`config.mk`:
```
export PLATFORM = sky130hd
export DESIGN_NAME = axi_decerr_slave
export DESIGN_NICKNAME = d
export VERILOG_FILES = /design/src/rtl/axi_decerr_slave.sv
export SDC_FILE = /design/constraint.sdc
export NUM_CORES = 1
export LEC_CHECK = 0
export ABC_CLOCK_PERIOD_IN_PS = 3690
export BUFFER_PORTS_ARGS = -buffer_cell sky130_fd_sc_hd__buf_2
export CAP_MARGIN = 20
export CORE_AREA = 2 2 128 130
export DETAILED_ROUTE_END_ITERATION = 8
export DIE_AREA = 0 0 130 132
export HOLD_SLACK_MARGIN = 0.1
export PLACE_DENSITY = 0.63
export REMOVE_ABC_BUFFERS = 1
export SLEW_MARGIN = 20
export SYNTH_ARGS = -nofsm -noshare
export SYNTH_HDL_FRONTEND = slang
export SYNTH_SLANG_ARGS = --single-unit
export TNS_END_PERCENT = 50
```
`constraint.sdc`:
```
create_clock -name clk_i -period 3.69 [get_ports clk_i]
set_input_delay 0.5535 -clock clk_i [delete_from_list [all_inputs] [get_ports clk_i]]
set_output_delay 0.5535 -clock clk_i [all_outputs]
set_load 0.02 [all_outputs]
```
`src/rtl/axi_decerr_slave.sv`:
```
// Fall-through AXI slave: completes every unmapped transaction with DECERR
// and keeps debug-visible error statistics (count, last address, direction).
module axi_decerr_slave #(
   parameter int unsigned          IdWidth   = 5,
   parameter int unsigned          AddrWidth = 64,
   parameter int unsigned          DataWidth = 64,
   parameter int unsigned          CntWidth  = 16,
   parameter logic [DataWidth-1:0] RespData  = 64'hDEAD_BEEF_DEAD_BEEF
) (
   input  logic                 clk_i,
   input  logic                 rst_ni,
   input  logic                 aw_valid_i,
   output logic                 aw_ready_o,
   input  logic [IdWidth-1:0]   aw_id_i,
   input  logic [AddrWidth-1:0] aw_addr_i,
   input  logic [7:0]           aw_len_i,
   input  logic                 w_valid_i,
   output logic                 w_ready_o,
   input  logic                 w_last_i,
   output logic                 b_valid_o,
   input  logic                 b_ready_i,
   output logic [IdWidth-1:0]   b_id_o,
   output logic [1:0]           b_resp_o,
   input  logic                 ar_valid_i,
   output logic                 ar_ready_o,
   input  logic [IdWidth-1:0]   ar_id_i,
   input  logic [AddrWidth-1:0] ar_addr_i,
   input  logic [7:0]           ar_len_i,
   output logic                 r_valid_o,
   input  logic                 r_ready_i,
   output logic [IdWidth-1:0]   r_id_o,
   output logic [DataWidth-1:0] r_data_o,
   output logic [1:0]           r_resp_o,
   output logic                 r_last_o,
   output logic [CntWidth-1:0]  err_cnt_o,
   output logic [AddrWidth-1:0] err_addr_o,
   output logic                 err_is_write_o
);

   typedef enum logic [1:0] {W_IDLE, W_DATA, W_RESP} wstate_e;
   typedef enum logic       {R_IDLE, R_DATA}         rstate_e;

   localparam logic [CntWidth-1:0] CntMax = '1;

   wstate_e    w_q, w_nxt;
   rstate_e    r_q, r_nxt;
   logic [7:0] beat_q;
   logic       aw_hs, ar_hs;
   logic [1:0] inc;
   logic [CntWidth:0] cnt_sum;

   // Burst length is irrelevant on the write side: w_last_i alone ends it.
   logic unused_aw_len;
   assign unused_aw_len = ^aw_len_i;

   assign b_resp_o = 2'b11;
   assign r_resp_o = 2'b11;
   assign r_data_o = RespData;

   assign aw_hs = aw_valid_i && aw_ready_o;
   assign ar_hs = ar_valid_i && ar_ready_o;

   always_comb begin
      w_nxt      = w_q;
      aw_ready_o = 1'b0;
      w_ready_o  = 1'b0;
      b_valid_o  = 1'b0;
      case (w_q)
         W_IDLE: begin
            aw_ready_o = 1'b1;
            if (aw_valid_i) w_nxt = W_DATA;
         end
         W_DATA: begin
            w_ready_o = 1'b1;
            if (w_valid_i && w_last_i) w_nxt = W_RESP;
         end
         W_RESP: begin
            b_valid_o = 1'b1;
            if (b_ready_i) w_nxt = W_IDLE;
         end
         default: w_nxt = W_IDLE;
      endcase
   end

   always_comb begin
      r_nxt      = r_q;
      ar_ready_o = 1'b0;
      r_valid_o  = 1'b0;
      r_last_o   = 1'b0;
      case (r_q)
         R_IDLE: begin
            ar_ready_o = 1'b1;
            if (ar_valid_i) r_nxt = R_DATA;
         end
         R_DATA: begin
            r_valid_o = 1'b1;
            r_last_o  = (beat_q == 8'd0);
            if (r_ready_i && beat_q == 8'd0) r_nxt = R_IDLE;
         end
         default: r_nxt = R_IDLE;
      endcase
   end

   always_ff @(posedge clk_i or negedge rst_ni) begin
      if (!rst_ni) begin
         w_q    <= W_IDLE;
         r_q    <= R_IDLE;
         b_id_o <= '0;
         r_id_o <= '0;
         beat_q <= '0;
      end else begin
         w_q <= w_nxt;
         r_q <= r_nxt;
         if (aw_hs) b_id_o <= aw_id_i;
         if (ar_hs) begin
            r_id_o <= ar_id_i;
            beat_q <= ar_len_i;
         end else if (r_valid_o && r_ready_i && beat_q != 8'd0) begin
            beat_q <= beat_q - 8'd1;
         end
      end
   end

   // Saturating counter; the wide sum lets the +2 case clamp cleanly.
   assign inc     = {1'b0, aw_hs} + {1'b0, ar_hs};
   assign cnt_sum = {1'b0, err_cnt_o} + {{(CntWidth-1){1'b0}}, inc};

   always_ff @(posedge clk_i or negedge rst_ni) begin
      if (!rst_ni) begin
         err_cnt_o      <= '0;
         err_addr_o     <= '0;
         err_is_write_o <= 1'b0;
      end else begin
         if (aw_hs || ar_hs)
            err_cnt_o <= (cnt_sum > {1'b0, CntMax}) ? CntMax : cnt_sum[CntWidth-1:0];
         if (aw_hs) begin
            err_addr_o     <= aw_addr_i;
            err_is_write_o <= 1'b1;
         end else if (ar_hs) begin
            err_addr_o     <= ar_addr_i;
            err_is_write_o <= 1'b0;
         end
      end
   end

endmodule

```
==> results.toml <==
[floorplanning]
core_mm2 = 0.0157
num_rows = 46
io-pin-count = 327
dieArea_mm2 = 0.0172
die_w_um = 130
die_h_um = 132
start_util = 0.342

[placement]
port_buffers = 250
place_inst = 1069
place.gp.congestion = 0.796
post-dp-hpwl_um = 10400

[timing]
fin_skew_ps = 12.4
fin_crit_ps = 2690
clock.fmax_mhz = 372
worstMarginPinSlew_ps = 1050
setup_viol = 0
hold_viol_final = 0
period_share = 0.729
slew_headroom = 0.300
slew_viol_final = 0
rsz0062_at_grt = "false"
whs_ps = 232

[route]
routed_wl_um = 14600
wl_per_cell_um = 13.4
vias_per_cell = 4.57
ant_nets = 0
firstDrtPassIters = 4
drt-initial-drc-count = 229
post-route-drc-count = 0
route.vias.total = 4960

[logic_synthesis]
synth_cells = 638
ys_ff_latch = 102
synth-edff-count = 0
synth_top_area_cell = "dfrtp_1"
synthesis.area_mm2 = 0.00537
synthArstFlopShare = 1.00
yosys.cell_types.count = 50
synth_area_per_cell_um2 = 8.42
ys_warn_count = 0
synth_top_area_frac = 0.475
yosysSeqAreaShare = 0.475
synth_area_leaders = "dfrtp_1 48%, nand2_1 13%, buf_4 9.5%"
ys.flop_type = "dfrtp_1"

[power_and_ir_drop]
p_int_uw = 2860
p_seq_frac = 0.378
leakage_uw = 0.00353
power_density_mw_per_mm2 = 730
switching_share = 0.427
power.switching_uw = 2130
peakVddDrop_uv = 338
combPwrFrac = 0.420
clock_power_share = 0.202

[clock_network]
postCtsHoldBufs = 0
cts_setup_buffers = 0
path_clk_slew_ps = 80
cts_tree = "yes"
clk_path_buf_depth = 2
htree_num_levels = 3
clock_latency_ps = 350
cts_root_buf = "clkbuf_16"
numCtsBuffers = 9
cts.sinks = 102
ctsResizeCount = 0

[grt]
gr-usage-all-layers = 0.169
grt_first_pass_wirelength_um = 23200
antenna_found_initial = 0
grt_pass1_vias = 4649
grt_max_degree = 108
grt-ovfl-total = 0

[critical_path]
path_common_cell = "ha_1"
cp-start-kind = "flop"
max_stage_delay_ps = 580
reg2reg_depth = 9
crit_fanout = 10
worstSetupPathType = "reg -> reg"
end_kind = "flop"
crit_start = "w_q[1]"
worstReg2RegEnd = "err_cnt_o[6]"
crit_buf_inv = 0
crit_path_top_delay_cell = "or4_4"
reg2reg_from = "w_q[1]"
worstPathCellList = "or3b_4 > xnor2_1 > ha_1 > or2_2 > ha_1 > nand4_1 > or4_4 > and2_4 > a41oi_1"
critPathArrivalTime_ps = 2950
r2r_slack_ps = 1000
critPathRequiredTime_ps = 3950
path_delay_family = "simple AND/OR/NAND/NOR gates"

[final_layout]
stdcell_count = 1085
fillCellCount = 1621
diodes = 0
multi_input_area_mm2 = 0.00238
regArea_mm2 = 0.00255
drive_above_1_share = 0.338
area_growth_pct = 27.4
fin_nets = 1029

[worst_hold_path]
min-delay-path-class = "in -> async"

[run]
drv_cap = 0

[run_status]
status = "complete, no violations"
==> worst max path at each step <==
| stage | endpoint | slack [ps] | cells after the start |
|---|---|---|---|
| floorplan | err_cnt_o[14] | -1520 | 9 |
| global placement | err_cnt_o[6] | 840 | 10 |
| detailed placement | err_cnt_o[6] | 840 | 10 |
| CTS | err_cnt_o[6] | 990 | 9 |
| global route | err_cnt_o[6] | 830 | 9 |
| finish | err_cnt_o[6] | 1000 | 9 |
==> power by group through the flow <==
stage | Combinational (µW) | Clock (µW) | Sequential, µW
floorplan | 835 | 0 | 2390
global placement | 2100 | 0 | 1910
detailed placement | 2130 | 0 | 1890
CTS | 2130 | 1040 | 1890
global route | 2300 | 1090 | 1950
finish | 2100 | 1010 | 1890
==> per-layer routing <==
metal  routed length (µm)  GRT usage
met4                  269     0.0591
met1                 6280      0.215
met2                 6960      0.276
met5                    0          0
met3                 1060     0.0438
==> worst reg2reg max path, stage by stage (launching register included) <==
cell and delay, ps:
dfrtp_1 440, or3b_4 420, xnor2_1 140, ha_1 170
or2_2 100, ha_1 220, nand4_1 140, or4_4 580
and2_4 200, a41oi_1 190
==> layout make-up <==
class / instances / share of cell area
sequential: 102 / 0.373
multi-input combinational: 490 / 0.348
timing repair buffer: 255 / 0.191
tap: 216 / 0.0395
clock buffer: 9 / 0.0329
clock inverter: 7 / 0.0128
inverter: 6 / 0.00329
==> synthesized netlist by cell type (3+ instances only) <==
master / number
o21ai_0: 4
nand2b_1: 3
ha_1: 3
a21oi_1: 12
mux2_2: 9
nand4_1: 8
a31oi_1: 66
nor2_1: 76
buf_1: 4
or2_2: 3
and2_1: 3
nor3b_1: 3
buf_4: 68
nor3_1: 5
dfrtp_1: 102
nand3_1: 8
o211ai_1: 3
inv_1: 6
nor4_1: 3
nand2_1: 182
clkbuf_1: 29
==> cells by family after synthesis <==
group | synth area share
simple gates | 0.242
buf+inv | 0.130
flops | 0.475
compound gates | 0.121
mux | 0.0189
fa+ha+maj | 0.00699
xor+xnor | 0.00489
other cells | 0.00140
==> cells in the final DEF, fill, tap and decap left out, drive strengths merged, types with 2 or more instances in the layout <==
| cell | count |
|---|---|
| buf | 255 |
| nand2 | 182 |
| dfrtp | 102 |
| nor2 | 76 |
| conb | 68 |
| a31oi | 66 |
| a21oi | 13 |
| inv | 11 |
| mux2 | 9 |
| clkbuf | 9 |
| nand4 | 8 |
| nand3 | 8 |
| nor3 | 5 |
| o21ai | 5 |
| and2 | 4 |
| nor3b | 4 |
| or2 | 3 |
| o211ai | 3 |
| nor4 | 3 |
| ha | 3 |
| nand2b | 3 |
| or4 | 3 |
| nor4bb | 2 |
| nor2b | 2 |
| xor2 | 2 |
| a211o | 2 |
| and3 | 2 |
| or3b | 2 |
==> state kept, by name, indices dropped and copies added (netlist names) <==
name	flops
r_id_o	5
err_addr_o	64
err_is_write_o	1
r_q	1
beat_q	8
b_id_o	5
err_cnt_o	16
w_q	2
==> stage by stage <==
stage | power, µW | setup slack, ps | setup TNS, ps | cell area (µm²) | utilization
4_1_cts | 5060 | 991 | 0 | 6840 | 0.435
2_1_floorplan | 3220 | -1520 | -36180 | 4940 | -
5_1_grt | 5340 | 833 | 0 | 6840 | 0.435
6_report | 4990 | 1000 | 0 | 6840 | 0.435
3_5_place_dp | 4020 | 836 | 0 | 6530 | 0.416
3_3_place_gp | 4000 | 844 | 0 | 6530 | 0.416
Note: power is estimated with default switching activity, not from simulation.
